==> src/rtl/id_ex_stage_pkg.sv <==
// id_ex_stage_pkg
//   Shared decode/control definitions for the ID/EX stage and its hazard
//   detector: ALUOp and Jump encodings, MIPS opcode/funct constants, the
//   packed control word carried from decode into execute, and the bubble
//   control word.
package id_ex_stage_pkg;

    localparam int DATA_W_DEF = 32;
    localparam int REG_AW_DEF = 5;

    localparam logic [3:0] ALU_NOP  = 4'b0000;
    localparam logic [3:0] ALU_ADD  = 4'b0001;
    localparam logic [3:0] ALU_SUB  = 4'b0010;
    localparam logic [3:0] ALU_AND  = 4'b0011;
    localparam logic [3:0] ALU_OR   = 4'b0100;
    localparam logic [3:0] ALU_NOR  = 4'b0101;
    localparam logic [3:0] ALU_SLT  = 4'b0110;
    localparam logic [3:0] ALU_SLL  = 4'b0111;
    localparam logic [3:0] ALU_SRL  = 4'b1000;
    localparam logic [3:0] ALU_SRA  = 4'b1001;
    localparam logic [3:0] ALU_ADDU = 4'b1010;
    localparam logic [3:0] ALU_SUBU = 4'b1011;
    localparam logic [3:0] ALU_BGTZ = 4'b1100;
    localparam logic [3:0] ALU_BGEZ = 4'b1101;
    localparam logic [3:0] ALU_BNE  = 4'b1110;

    localparam logic [1:0] JUMP_NONE   = 2'b00;
    localparam logic [1:0] JUMP_JR     = 2'b01;
    localparam logic [1:0] JUMP_JR_FWD = 2'b10;

    localparam logic [5:0] OP_RTYPE = 6'h00;
    localparam logic [5:0] OP_J     = 6'h02;
    localparam logic [5:0] OP_BEQ   = 6'h04;
    localparam logic [5:0] OP_BNE   = 6'h05;
    localparam logic [5:0] OP_ADDI  = 6'h08;
    localparam logic [5:0] OP_LW    = 6'h23;
    localparam logic [5:0] OP_SW    = 6'h2b;

    localparam logic [5:0] FN_SLL  = 6'h00;
    localparam logic [5:0] FN_SRL  = 6'h02;
    localparam logic [5:0] FN_SRA  = 6'h03;
    localparam logic [5:0] FN_JR   = 6'h08;
    localparam logic [5:0] FN_ADD  = 6'h20;
    localparam logic [5:0] FN_ADDU = 6'h21;
    localparam logic [5:0] FN_SUB  = 6'h22;
    localparam logic [5:0] FN_SUBU = 6'h23;
    localparam logic [5:0] FN_AND  = 6'h24;
    localparam logic [5:0] FN_OR   = 6'h25;
    localparam logic [5:0] FN_NOR  = 6'h27;
    localparam logic [5:0] FN_SLT  = 6'h2a;

    typedef struct packed {
        logic       RegWrite;
        logic       MemToReg;
        logic       MemRead;
        logic       MemWrite;
        logic       Branch;
        logic       RegDst;
        logic       ALUSrc;
        logic [3:0] ALUOp;
        logic [1:0] Jump;
    } ctrl_t;

    localparam ctrl_t CTRL_BUBBLE = '0;

endpackage

==> src/rtl/id_ex_stage_load_use.sv <==
// load_use_detect
//   Combinational load-use hazard detector. Flags when the load sitting in
//   EX writes a register that the instruction in decode reads this cycle.
//   Ports:
//     i_ex_valid, i_ex_mem_read, i_ex_write_reg : the instruction in EX
//     i_id_valid, i_id_rs, i_id_rt, i_id_alu_src : the instruction in decode
//     i_hold, i_flush                            : stage-level overrides
//     o_load_use_stall                           : hold IF/ID and PC this cycle
module load_use_detect #(
    parameter int REG_AW = 5
) (
    input  logic              i_ex_valid,
    input  logic              i_ex_mem_read,
    input  logic [REG_AW-1:0] i_ex_write_reg,
    input  logic              i_id_valid,
    input  logic [REG_AW-1:0] i_id_rs,
    input  logic [REG_AW-1:0] i_id_rt,
    input  logic              i_id_alu_src,
    input  logic              i_hold,
    input  logic              i_flush,
    output logic              o_load_use_stall
);

    logic w_rs_hit;
    logic w_rt_hit;
    logic w_load_in_ex;

    // rt is only a source when the second ALU operand is not the immediate.
    assign w_rs_hit     = (i_ex_write_reg == i_id_rs);
    assign w_rt_hit     = (i_ex_write_reg == i_id_rt) & ~i_id_alu_src;
    assign w_load_in_ex = i_ex_valid & i_ex_mem_read & (|i_ex_write_reg);

    // Under hold the frozen pair is re-evaluated after release; under flush
    // the decode instruction is being squashed anyway.
    assign o_load_use_stall = w_load_in_ex & i_id_valid & (w_rs_hit | w_rt_hit)
                            & ~i_hold & ~i_flush;

endmodule

==> src/rtl/id_ex_stage.sv <==
// id_ex_stage
//   ID/EX pipeline register of the 5-stage MIPS core. Captures the decode
//   control word, register-file read data, immediate, PC+4 and register
//   indices for execute, inserts a bubble on flush or load-use hazard, and
//   returns the EX destination register to decode for JR forwarding.
//   Ports:
//     clk, reset (sync, active-high), flush, hold
//     id_*           : decode-side instruction fields and control bits
//     ex_*           : registered copies, 1-cycle latency
//     ex_valid       : EX holds a real instruction
//     ex_write_reg   : EX destination (RegDst=1 selects rt)
//     load_use_stall : combinational, freezes IF/ID and PC
module id_ex_stage
    import id_ex_stage_pkg::*;
#(
    parameter int DATA_W = 32,
    parameter int REG_AW = 5
) (
    input  logic              clk,
    input  logic              reset,
    input  logic              flush,
    input  logic              hold,
    input  logic              id_valid,
    input  logic [DATA_W-1:0] id_pc4,
    input  logic [DATA_W-1:0] id_rs_data,
    input  logic [DATA_W-1:0] id_rt_data,
    input  logic [DATA_W-1:0] id_imm,
    input  logic [REG_AW-1:0] id_rs,
    input  logic [REG_AW-1:0] id_rt,
    input  logic [REG_AW-1:0] id_rd,
    input  logic [4:0]        id_shamt,
    input  logic              id_RegWrite,
    input  logic              id_MemToReg,
    input  logic              id_MemRead,
    input  logic              id_MemWrite,
    input  logic              id_Branch,
    input  logic              id_RegDst,
    input  logic              id_ALUSrc,
    input  logic [3:0]        id_ALUOp,
    input  logic [1:0]        id_Jump,
    output logic [DATA_W-1:0] ex_pc4,
    output logic [DATA_W-1:0] ex_rs_data,
    output logic [DATA_W-1:0] ex_rt_data,
    output logic [DATA_W-1:0] ex_imm,
    output logic [REG_AW-1:0] ex_rs,
    output logic [REG_AW-1:0] ex_rt,
    output logic [REG_AW-1:0] ex_rd,
    output logic [4:0]        ex_shamt,
    output logic              ex_RegWrite,
    output logic              ex_MemToReg,
    output logic              ex_MemRead,
    output logic              ex_MemWrite,
    output logic              ex_Branch,
    output logic              ex_RegDst,
    output logic              ex_ALUSrc,
    output logic [3:0]        ex_ALUOp,
    output logic [1:0]        ex_Jump,
    output logic              ex_valid,
    output logic [REG_AW-1:0] ex_write_reg,
    output logic              load_use_stall
);

    ctrl_t             w_id_ctrl;
    ctrl_t             r_ctrl;
    logic              r_valid;
    logic [DATA_W-1:0] r_pc4;
    logic [DATA_W-1:0] r_rs_data;
    logic [DATA_W-1:0] r_rt_data;
    logic [DATA_W-1:0] r_imm;
    logic [REG_AW-1:0] r_rs;
    logic [REG_AW-1:0] r_rt;
    logic [REG_AW-1:0] r_rd;
    logic [4:0]        r_shamt;
    logic [REG_AW-1:0] w_write_reg;
    logic              w_load_use_stall;
    logic              w_bubble;

    assign w_id_ctrl = '{RegWrite: id_RegWrite, MemToReg: id_MemToReg,
                         MemRead:  id_MemRead,  MemWrite: id_MemWrite,
                         Branch:   id_Branch,   RegDst:   id_RegDst,
                         ALUSrc:   id_ALUSrc,   ALUOp:    id_ALUOp,
                         Jump:     id_Jump};

    assign w_write_reg = r_ctrl.RegDst ? r_rt : r_rd;

    load_use_detect #(.REG_AW(REG_AW)) u_load_use (
        .i_ex_valid       (r_valid),
        .i_ex_mem_read    (r_ctrl.MemRead),
        .i_ex_write_reg   (w_write_reg),
        .i_id_valid       (id_valid),
        .i_id_rs          (id_rs),
        .i_id_rt          (id_rt),
        .i_id_alu_src     (id_ALUSrc),
        .i_hold           (hold),
        .i_flush          (flush),
        .o_load_use_stall (w_load_use_stall)
    );

    // The detector already masks the stall under hold, so flush and reset
    // are the only bubble sources that can override a hold.
    assign w_bubble = reset | flush | w_load_use_stall;

    always_ff @(posedge clk) begin
        if (w_bubble) begin
            r_ctrl    <= CTRL_BUBBLE;
            r_valid   <= 1'b0;
            r_pc4     <= '0;
            r_rs_data <= '0;
            r_rt_data <= '0;
            r_imm     <= '0;
            r_rs      <= '0;
            r_rt      <= '0;
            r_rd      <= '0;
            r_shamt   <= '0;
        end else if (!hold) begin
            // Data is captured even for an invalid slot; only control is killed.
            r_ctrl    <= id_valid ? w_id_ctrl : CTRL_BUBBLE;
            r_valid   <= id_valid;
            r_pc4     <= id_pc4;
            r_rs_data <= id_rs_data;
            r_rt_data <= id_rt_data;
            r_imm     <= id_imm;
            r_rs      <= id_rs;
            r_rt      <= id_rt;
            r_rd      <= id_rd;
            r_shamt   <= id_shamt;
        end
    end

    assign ex_pc4         = r_pc4;
    assign ex_rs_data     = r_rs_data;
    assign ex_rt_data     = r_rt_data;
    assign ex_imm         = r_imm;
    assign ex_rs          = r_rs;
    assign ex_rt          = r_rt;
    assign ex_rd          = r_rd;
    assign ex_shamt       = r_shamt;
    assign ex_RegWrite    = r_ctrl.RegWrite;
    assign ex_MemToReg    = r_ctrl.MemToReg;
    assign ex_MemRead     = r_ctrl.MemRead;
    assign ex_MemWrite    = r_ctrl.MemWrite;
    assign ex_Branch      = r_ctrl.Branch;
    assign ex_RegDst      = r_ctrl.RegDst;
    assign ex_ALUSrc      = r_ctrl.ALUSrc;
    assign ex_ALUOp       = r_ctrl.ALUOp;
    assign ex_Jump        = r_ctrl.Jump;
    assign ex_valid       = r_valid;
    assign ex_write_reg   = w_write_reg;
    assign load_use_stall = w_load_use_stall;

endmodule

==> config.mk <==
export PLATFORM = sky130hd
export DESIGN_NAME = id_ex_stage
export DESIGN_NICKNAME = d
export VERILOG_FILES = /design/src/rtl/id_ex_stage_pkg.sv /design/src/rtl/id_ex_stage_load_use.sv /design/src/rtl/id_ex_stage.sv
export SDC_FILE = /design/constraint.sdc
export NUM_CORES = 1
export LEC_CHECK = 0
export BUFFER_PORTS_ARGS = -buffer_cell sky130_fd_sc_hd__buf_2
export CAP_MARGIN = 20
export CORE_MARGIN = 1
export CORE_UTILIZATION = 35
export DETAILED_ROUTE_END_ITERATION = 8
export GPL_ROUTABILITY_DRIVEN = 0
export SLEW_MARGIN = 20
export SYNTH_ARGS = -nofsm -noshare
export SYNTH_HDL_FRONTEND = slang
export SYNTH_SLANG_ARGS = --single-unit
==> constraint.sdc <==
create_clock -name clk -period 5.12 [get_ports clk]
set_input_delay 0.768 -clock clk [delete_from_list [all_inputs] [get_ports clk]]
set_output_delay 0.768 -clock clk [all_outputs]
set_load 0.005 [all_outputs]
Word level (Yosys, flattened, before mapping)
Index checks and enable logic that the tools add are counted.

operators by class
  multipliers = 0
  mux-type cells = 2
  $add $sub $neg = 0
  equality and inequality tests = 2
  divide/modulo/power cells = 0
  shifts and indexed selects = 0
  $lt $le $gt $ge = 0
  bitwise operators = 13
  reduce and logical (&&, ||, !) cells = 1

operators by type and width
  kind              count
  $mux W13          1
  $eq A5 B5 Y1      2
  $and A1 B1 Y1     7
  $mux W5           1
  $reduce_or A5 Y1  1
  $not A1 Y1        3
  $or A1 B1 Y1      3

storage, ports and cells
  memory bits (writable) = 0
  memory bits (read-only) = 0
  output and inout bits = 168
  logic and storage cells = 36
  latch bits = 0
  bits in registers = 162
  memories = 0

Depth between registers and ports, before layout
Gate-level depths: netlist (run 1).

  depth after elaboration = 8
  gate-level depth with buffers = 10
  gate-level depth less buffers = 6

By module
A second synthesis (run 1) with hierarchy kept.

unflattened totals
  cells, all modules = 564
  area, all modules = 5,947.0 sq um

by module, submodules not included
  module           cells each  instances  area each (sq um)  sequential area each (sq um)
  id_ex_stage      545         1          5,808.1            3,243.1
  load_use_detect  19          1          138.9              0.0

Least setup slack after synthesis (run 1)
OpenSTA, ideal clock, no wires.

  path kind = in2out
  from = input port hold
  to = output port load_use_stall
  arrival = 1.880 ns
  stages = 7
  slack = 2.472 ns
  required time = 4.352 ns
  cells stage by stage = clkbuf_1 nor2b_1 nand3_1 nor2_1 o221a_1 buf_4 buf_2

on the way
  longest elaborated chain between the ends = 3

RTL lines
  element                     RTL line                    RTL
  start: declaration          id_ex_stage.sv:22           input logic hold,
  $not A1 Y1                  id_ex_stage_load_use.sv:36  & ~i_hold & ~i_flush;
  $and A1 B1 Y1 (2 in a row)  id_ex_stage_load_use.sv:36
  end: declaration            id_ex_stage.sv:60           output logic load_use_stall

Every way passes these cells.

Worst setup path in the final report (run 1)
  from = register r_ctrl, in the netlist ex_RegDst
  to = output port load_use_stall

on the way
  longest elaborated chain between the ends = 7
  elaborated cells on any way between the ends = 11

RTL lines
  element                                                  RTL line                                                RTL
  start: declaration                                       id_ex_stage.sv:64                                       ctrl_t r_ctrl;
  start signal: assignment                                 id_ex_stage.sv:117                                      r_ctrl <= id_valid ? w_id_ctrl : CTRL_BUBBLE;
  $mux W5 (*)                                              id_ex_stage.sv:84                                       assign w_write_reg = r_ctrl.RegDst ? r_rt : r_rd;
  $eq A5 B5 Y1 / $reduce_or A5 Y1 (equally long branches)  id_ex_stage_load_use.sv:30, id_ex_stage_load_use.sv:31
  $and A1 B1 Y1 (on tied branches)                         id_ex_stage_load_use.sv:30, id_ex_stage_load_use.sv:31
  $or A1 B1 Y1 / $and A1 B1 Y1 (equally long branches)     id_ex_stage_load_use.sv:35                              assign o_load_use_stall = w_load_in_ex & i_id_valid & (w_rs_hit | w_rt_hit)
  $and A1 B1 Y1 (*)                                        id_ex_stage_load_use.sv:35
  $and A1 B1 Y1 (*) (2 in a row)                           id_ex_stage_load_use.sv:36

Every way passes the cells marked *; elsewhere a longest branch is shown, timed or not.

==> results of run 1 <==
[through the flow]
step | power, W | worst slack, ns | hold WS (ns)
detailed placement | 0.00167 | 2.18 | 0.519
finish | 0.00294 | 1.99 | 0.527
floorplan | 0.00154 | 2.47 | 0.521
global placement | 0.00167 | 2.19 | 0.514
global route | 0.00307 | 1.86 | 0.552
CTS | 0.00299 | 1.95 | 0.533
[power breakdown]
part	internal (W)	switching [W]
combinational	0.000154	0.000168
sequential	0.00130	0.0000209
clock	0.000736	0.000562
total	0.00219	0.000751
[placed cells by master (no fill, tap or decap)]
master        n
mux2i_2       4
a22oi_1      13
nor2_1        1
xnor2_1       3
nand4_1       2
buf_2       330
clkinv_4      2
dfxtp_1     162
inv_8         1
clkinvlp_4    1
clkbuf_16    17
buf_12        1
bufinv_16     2
clkinv_8      1
a21oi_1       1
buf_4         6
nand3_1       2
nor3_1        2
nor2b_1       1
clkinv_2      2
nor4_2       68
xor2_1        7
inv_1         5
mux2i_1     149
inv_6         6
buf_6         2
nor4_1       94
clkbuf_8      1
o221a_4       1
[layout make-up]
cell class,instances,area [µm²]
inverters,5,18.8
repair buffers,340,1750
clock inverters,15,175
fillers,1885,9840
clock buffers,17,425
well taps,260,325
multi-input cells,348,3240
flip-flops and latches,162,3240
[critical path: cells and delay by family, from the launching register on]
family          cells  cell delay, ns
flops               1            0.61
buf+inv             1            0.16
xor+xnor            1            0.18
simple gates        2            0.35
compound gates      1            0.24
mux                 1            0.40
[path summary, 6_finish.rpt]
path / from / endpoint / slack (ns) / cells past startpoint
setup / recovery: ex_RegDst / load_use_stall / 1.99 / 6
hold / removal: ex_imm[7] / ex_imm[7] / 0.53 / 2
setup reg to reg: ex_RegDst / ex_rt_data[30] / 2.26 / 7
hold reg to reg: ex_imm[7] / ex_imm[7] / 0.53 / 2
[kinds of logic after synthesis]
| kind of cell | after synthesis |
|---|---|
| compound gates | 15 |
| xor+xnor | 10 |
| buf+inv | 79 |
| flops | 162 |
| mux | 153 |
| simple gates | 170 |
[state kept, by name, indices dropped and copies added, names as in the netlist]
register and flops:
ex_imm 32, ex_pc4 32, ex_rs_data 32, ex_rt_data 32, ex_rd 5, ex_rs 5, ex_rt 5, ex_shamt 5
ex_ALUOp 4, ex_Jump 2, ex_ALUSrc 1, ex_Branch 1, ex_MemRead 1, ex_MemToReg 1, ex_MemWrite 1, ex_RegDst 1
ex_RegWrite 1, ex_valid 1
[per-layer routing]
layer	track usage, %	share of wire [%]	wire (µm)	up-vias
li1	-	-	-	2822
met3	4.61	5.2	1020	34
met2	31.7	49	9500	194
met1	23.0	43	8440	2715
met4	8.21	2.7	528	0
met5	0	0	0	-
==> metrics.yaml, run 1 <==
run_status:
  status: "finished clean"
sta:
  timing.fmax_ghz: 0.320
  rsz0062_at_grt: "false"
  finalCriticalPeriod_ns: 3.13
  worst_pin_slew_ns: 1.11
  slew_headroom_pct: 26.0
  clock_skew_ns: 0.0137
  period_share_pct: 61.1
  finalHoldViolCount: 0
  setup_viol: 0
  setup_tns_ns: 0
  drv_slew: 0
synthesis:
  synth_top_family_by_area: "multiplexers"
  syn_avg_cell_area_um2: 11.7
  synthMuxAreaShare_pct: 22.5
  synth-compound-area-share_pct: 1.65
  synthCells: 589
  synthAdderAreaFrac_pct: 0
  yosys.area_share.simple_pct: 21.5
  synth_area_leaders: "dfxtp_1 47%, mux2i_1 22%, nor4_2 12%, nor4_1 8.5%, clkbuf_1 2.9%"
  ys_ff_latch: 162
  synthFlopType: "dfxtp_1"
  synth_common_cells: "162 x dfxtp_1, 149 x mux2i_1, 94 x nor4_1"
  ys.warnings.count: 0
  synth_edf_count: 0
  synth.most_common_cell: "dfxtp_1"
  ys_seq_area_share_pct: 47.1
  syn_nets: 755
  synth_top_area_share_pct: 47.1
  async_flop_share_pct: 0
  synth_xor_area_share_pct: 1.27
  synth_area_um2: 6880
  yosysUniqueCellTypes: 21
  yosys.area.top_type: "dfxtp_1"
global_route:
  grt_pass1_wl_um: 30200
  grt_max_degree: 163
  grt_antenna_before_repair: 0
  overflow: 0
  grtUsageTotal_pct: 18.9
  grt_pass1_vias: 5637
critical_path:
  critical_path_class: "reg2out"
  cp-start-kind: "register"
  critPathCaptureType: "output port"
  max_stage_delay_ns: 0.61
  crit_arrival_ns: 2.36
  cp_data_required_time_ns: 4.35
  crit_chain: "mux2i_2 -> xor2_1 -> nand3_1 -> nor3_1 -> o221a_4 -> buf_2"
  crit_fanout: 7
  critPathSlowestCell: "dfxtp_1"
power:
  leakagePower_nw: 4.34
  power_density_nw_per_um2: 320
  peakVddDrop_v: 0.000199
clock_tree:
  tritoncts: "built"
  cts_resized: 0
  numCtsBuffers: 17
  clk_latency_ns: 0.42
  path_clk_slew_ns: 0.06
  postCtsHoldBufs: 0
  post_cts_buffers: 0
  cts-root-buf: "clkbuf_16"
  clockBufferDepth: 2
  cts_sinks: 162
  htreeDepth: 4
floorplan:
  initial_core_util_pct: 36.2
  die-width_um: 142
  rows: 50
  ios: 334
  coreArea_um2: 19000
  die_height_um: 142
  die-area_um2: 20200
detailed_routing:
  wl_per_cell_um: 17.0
  drc: 0
  drt_first_pass_iters: 4
  detail_route.vias_per_cell: 5.03
  routed_wl_um: 19500
  vias: 5765
  drtAntennaViolNets: 0
  drtIter0Drc: 190
finish:
  final_area_um2: 9180
  syn_to_final_growth_pct: 33.4
  fin_util_pct: 48.3
  finalNonFillerCells: 1147
  drive_gt1_share_pct: 50.2
  insertedDiodeCount: 0
  layout.nets: 1040
flow_run:
  cap_violations: 0
placement:
  dp_hpwl_um: 12500
  placed_area_um2: 8580
  portBuffers: 333
  placed_cells: 1115
worst_hold_path:
  min_path_type: "reg2reg"
Power figures use the tool's default switching activity.
==> run 2: changes to the inputs <==
clock period = 3.2 ns   (was 5.12 ns; I/O delays follow)
==> metrics.yaml, run 2 (same netlist as run 1, synthesis figures left out) <==
run_status:
  status: "finished clean"
power:
  pwr-share-seq_pct: 44.9
  p_comb_share_pct: 11.2
  switching_share_pct: 24.9
  peakVddDrop_v: 0.000342
  leakagePower_nw: 4.36
  p_switching_w: 0.00117
  p_int_w: 0.00354
  power_density_nw_per_um2: 509
  pwr-share-clk_pct: 44.0
clock_tree:
  cts_resized: 0
  cts_sinks: 162
  cts-root-buf: "clkbuf_16"
  numCtsBuffers: 17
  path_clk_slew_ns: 0.07
  htreeDepth: 4
  clk_latency_ns: 0.42
  tritoncts: "built"
  clockBufferDepth: 2
  post_cts_buffers: 0
  postCtsHoldBufs: 0
global_route:
  grt_pass1_vias: 5398
  grt_antenna_before_repair: 1
  grtUsageTotal_pct: 18.4
  grt_max_degree: 109
  grt_pass1_wl_um: 29200
  overflow: 0
detailed_routing:
  dr_wl_met2_um: 9640
  drt_first_pass_iters: 4
  drtIter0Drc: 250
  wl_per_cell_um: 16.9
  wl_met1_um: 8280
  top_layer: "met4"
  drc: 0
  detail_route.vias_per_cell: 5.04
  route.met3.wl_um: 1010
  drtAntennaViolNets: 0
  vias: 5791
  routed_wl_um: 19500
critical_path:
  critical_path_class: "reg2out"
  cp-start-kind: "register"
  crit_arrival_ns: 2.31
  crit_fanout: 7
  critPathCaptureType: "output port"
  cp_data_required_time_ns: 2.72
  ff2ff_setup_slack_ns: 0.71
sta:
  timing.fmax_ghz: 0.358
  setup_viol: 0
  finalCriticalPeriod_ns: 2.79
  setup_tns_ns: 0
  slew_headroom_pct: 34.0
  rsz0062_at_grt: "false"
  whs_ns: 0.366
  finalHoldViolCount: 0
  worst_pin_slew_ns: 0.989
  period_share_pct: 87.3
  clock_skew_ns: 0.0154
  drv_slew: 0
floorplan:
  die-width_um: 142
  coreArea_um2: 19000
  initial_core_util_pct: 36.2
  ios: 334
  die-area_um2: 20200
  rows: 50
  die_height_um: 142
finish:
  fin_util_pct: 48.7
  final-seq-area_um2: 3240
  layout_commonest_cell: "buf_2"
  fillers: 1823
  final_cell_mix: "330 x buf_2, 162 x dfxtp_1, 149 x mux2i_1"
  layout.nets: 1041
  drive_gt1_share_pct: 50.1
  multi_input_area_um2: 3240
  syn_to_final_growth_pct: 34.5
placement:
  dp_hpwl_um: 12700
  portBuffers: 333
flow_run:
  cap_violations: 0
worst_hold_path:
  min_path_type: "in2reg"
==> run 2: cell types whose count changed in the layout (fill, tap and decap cells not counted) <==
cell / previous run / this run
clkbuf_1: 0 / 1
diode_2: 0 / 2
buf_12: 1 / 6
clkbuf_8: 1 / 3
inv_6: 6 / 3
buf_4: 6 / 2
clkinvlp_4: 1 / 4
clkinv_8: 1 / 0
clkinv_2: 2 / 0
==> run 2: cell type report <==
type	count	area share [%]
Sequential cell	162	35.0
Multi-Input combinational cell	348	35.0
Tap cell	260	3.51
Timing Repair Buffer	341	19.7
Antenna cell	2	0.0541
Clock inverter	12	1.57
Inverter	5	0.203
Clock buffer	20	4.93
==> run 2: stage by stage <==
| stage | area (µm²) | setup WS [ns] | cells | power, W |
|---|---|---|---|---|
| after CTS | 9250 | 0.371 | 1148 | 0.00478 |
| after floorplan | 6880 | 1.01 | 589 | 0.00246 |
| after global placement | 8650 | 0.810 | 1116 | 0.00269 |
| final | 9260 | 0.406 | 1150 | 0.00471 |
| after detailed placement | 8650 | 0.755 | 1116 | 0.00269 |
| after global routing | 9250 | 0.247 | 1149 | 0.00492 |
==> run 2: path summary, 6_finish.rpt <==
| check | start | depth (start not counted) | endpoint |
|---|---|---|---|
| worst max register to register | ex_RegDst | 7 | ex_pc4[9] |
| worst max-delay path | ex_RegDst | 6 | load_use_stall |
| worst min-delay path | id_rs_data[21] | 3 | ex_rs_data[21] |
| worst min register to register | ex_pc4[31] | 2 | ex_pc4[31] |
==> run 2: power groups by stage <==
stage / Combinational [W] / Clock (W) / Sequential (W)
finish: 0.000526 / 0.00207 / 0.00211
global route: 0.000573 / 0.00222 / 0.00212
CTS: 0.000533 / 0.00213 / 0.00211
detailed placement: 0.000531 / 0 / 0.00216
global placement: 0.000529 / 0 / 0.00216
floorplan: 0.000293 / 0 / 0.00216
==> run 2: worst max-delay path: stages, from the launching register on <==
cell	delay (ns)
dfxtp_1	0.57
mux2i_2	0.38
xor2_1	0.18
nand3_1	0.09
nor3_1	0.23
o221a_4	0.27
buf_2	0.17
==> run 2: per-layer routing <==
| metal | global-route usage (%) | vias to the layer above |
|---|---|---|
| li1 | - | 2826 |
| met2 | 30.2 | 169 |
| met1 | 22.6 | 2765 |
| met5 | 0 | - |
| met4 | 8.60 | 0 |
| met3 | 4.61 | 31 |
==> run 3: changes to the inputs <==
CORE_UTILIZATION = 41   (was 35)
PLACE_DENSITY = 0.72   (was not set)
==> metrics.yaml, run 3 (same netlist as run 1, synthesis figures left out) <==
detailed_routing:
  routed_wl_um: 18400
  vias: 5810
  drt_first_pass_iters: 4
  drtAntennaViolNets: 0
  drtIter0Drc: 265
  detail_route.vias_per_cell: 5.25
  wl_per_cell_um: 16.6
  drc: 0
floorplan:
  coreArea_um2: 16500
  die-width_um: 132
  initial_core_util_pct: 41.8
  die-area_um2: 17300
  rows: 47
  ios: 334
  die_height_um: 132
global_route:
  grtUsageTotal_pct: 20.8
  overflow: 0
  grt_max_degree: 145
  grt_pass1_vias: 5686
  grt_pass1_wl_um: 29000
  grt_antenna_before_repair: 0
finish:
  fillers: 1496
  insertedDiodeCount: 0
  layout_commonest_cell: "buf_2"
  syn_to_final_growth_pct: 32.7
  final_cell_mix: "330 x buf_2, 162 x dfxtp_1, 149 x mux2i_1"
  fin_util_pct: 55.5
  layout.nets: 1042
  drive_gt1_share_pct: 50.1
clock_tree:
  path_clk_slew_ns: 0.07
  cts_resized: 0
  post_cts_buffers: 0
  clk_latency_ns: 0.42
  postCtsHoldBufs: 0
  tritoncts: "built"
  numCtsBuffers: 17
  clockBufferDepth: 2
  cts_sinks: 162
  cts-root-buf: "clkbuf_16"
  htreeDepth: 4
run_status:
  status: "finished clean"
critical_path:
  max_stage_delay_ns: 0.58
  crit_fanout: 8
  critPathSlowestCell: "dfxtp_1"
  cp-start-kind: "register"
  critical_path_class: "reg2out"
  cp_data_required_time_ns: 2.72
  critPathBufInv: 1
  crit_arrival_ns: 2.41
  crit_chain: "mux2i_2 -> xor2_1 -> nand4_1 -> nor3_1 -> o221a_4 -> buf_2"
  path_delay_family: "flip-flops"
  critPathCaptureType: "output port"
power:
  power_density_nw_per_um2: 494
  leakagePower_nw: 4.33
  peakVddDrop_v: 0.000360
sta:
  clock_skew_ns: 0.0107
  worst_pin_slew_ns: 1.05
  timing.fmax_ghz: 0.346
  period_share_pct: 90.3
  rsz0062_at_grt: "false"
  setup_viol: 0
  finalCriticalPeriod_ns: 2.89
  whs_ns: 0.361
  slew_headroom_pct: 30.1
  drv_slew: 0
  finalHoldViolCount: 0
  setup_tns_ns: 0
worst_hold_path:
  min_path_type: "in2reg"
flow_run:
  cap_violations: 0
placement:
  portBuffers: 333
  dp_hpwl_um: 12200
==> run 3: cell types whose count changed in the layout (fill, tap and decap cells not counted), sizes merged <==
cell / delta
clkbuf: -2
bufinv: -1
buf: +1
diode: -2
clkinv: +2
inv: -1
==> run 3: layout make-up <==
class	instances	area (µm²)	area share, %
Sequential cell	162	3240	35.5
Multi-Input combinational cell	348	3240	35.5
Timing Repair Buffer	342	1820	19.9
Clock buffer	18	429	4.70
Tap cell	220	275	3.01
Clock inverter	12	110	1.21
Inverter	5	18.8	0.206
==> run 3: routing by layer <==
| metal | routed length (µm) | up-vias | GRT usage (%) |
|---|---|---|---|
| met5 | 0 | - | 0 |
| met4 | 403 | 0 | 7.75 |
| met3 | 934 | 32 | 5.63 |
| met2 | 9320 | 191 | 35.7 |
| met1 | 7740 | 2761 | 24.6 |
| li1 | - | 2826 | - |
==> run 3: worst min-delay path, cell delays in order <==
cell     delay, ns
buf_2         0.07
mux2i_1       0.06
nor4_2        0.11
==> run 3: path summary, 6_finish.rpt <==
path	start	to	slack, ns	cells past startpoint
min reg2reg	ex_pc4[17]	ex_pc4[17]	0.53	2
min	id_pc4[1]	ex_pc4[1]	0.36	3
max reg2reg	ex_RegDst	ex_pc4[18]	0.68	7
max	ex_RegDst	load_use_stall	0.31	6
==> run 3: where the power goes <==
group | switching, W | leakage, nW | internal, W
Combinational | 0.000268 | 2.76 | 0.000253
Clock | 0.000813 | 0.255 | 0.00106
Sequential | 0.0000346 | 1.32 | 0.00208
==> run 3: through the flow <==
step	instance area, µm²	instances	total power [W]	setup WS (ns)
finish	9130	1107	0.00451	0.311
global placement	8590	1077	0.00268	0.744
CTS	9130	1107	0.00456	0.282
global route	9130	1107	0.00471	0.119
floorplan	6880	589	0.00246	1.01
detailed placement	8590	1077	0.00268	0.705
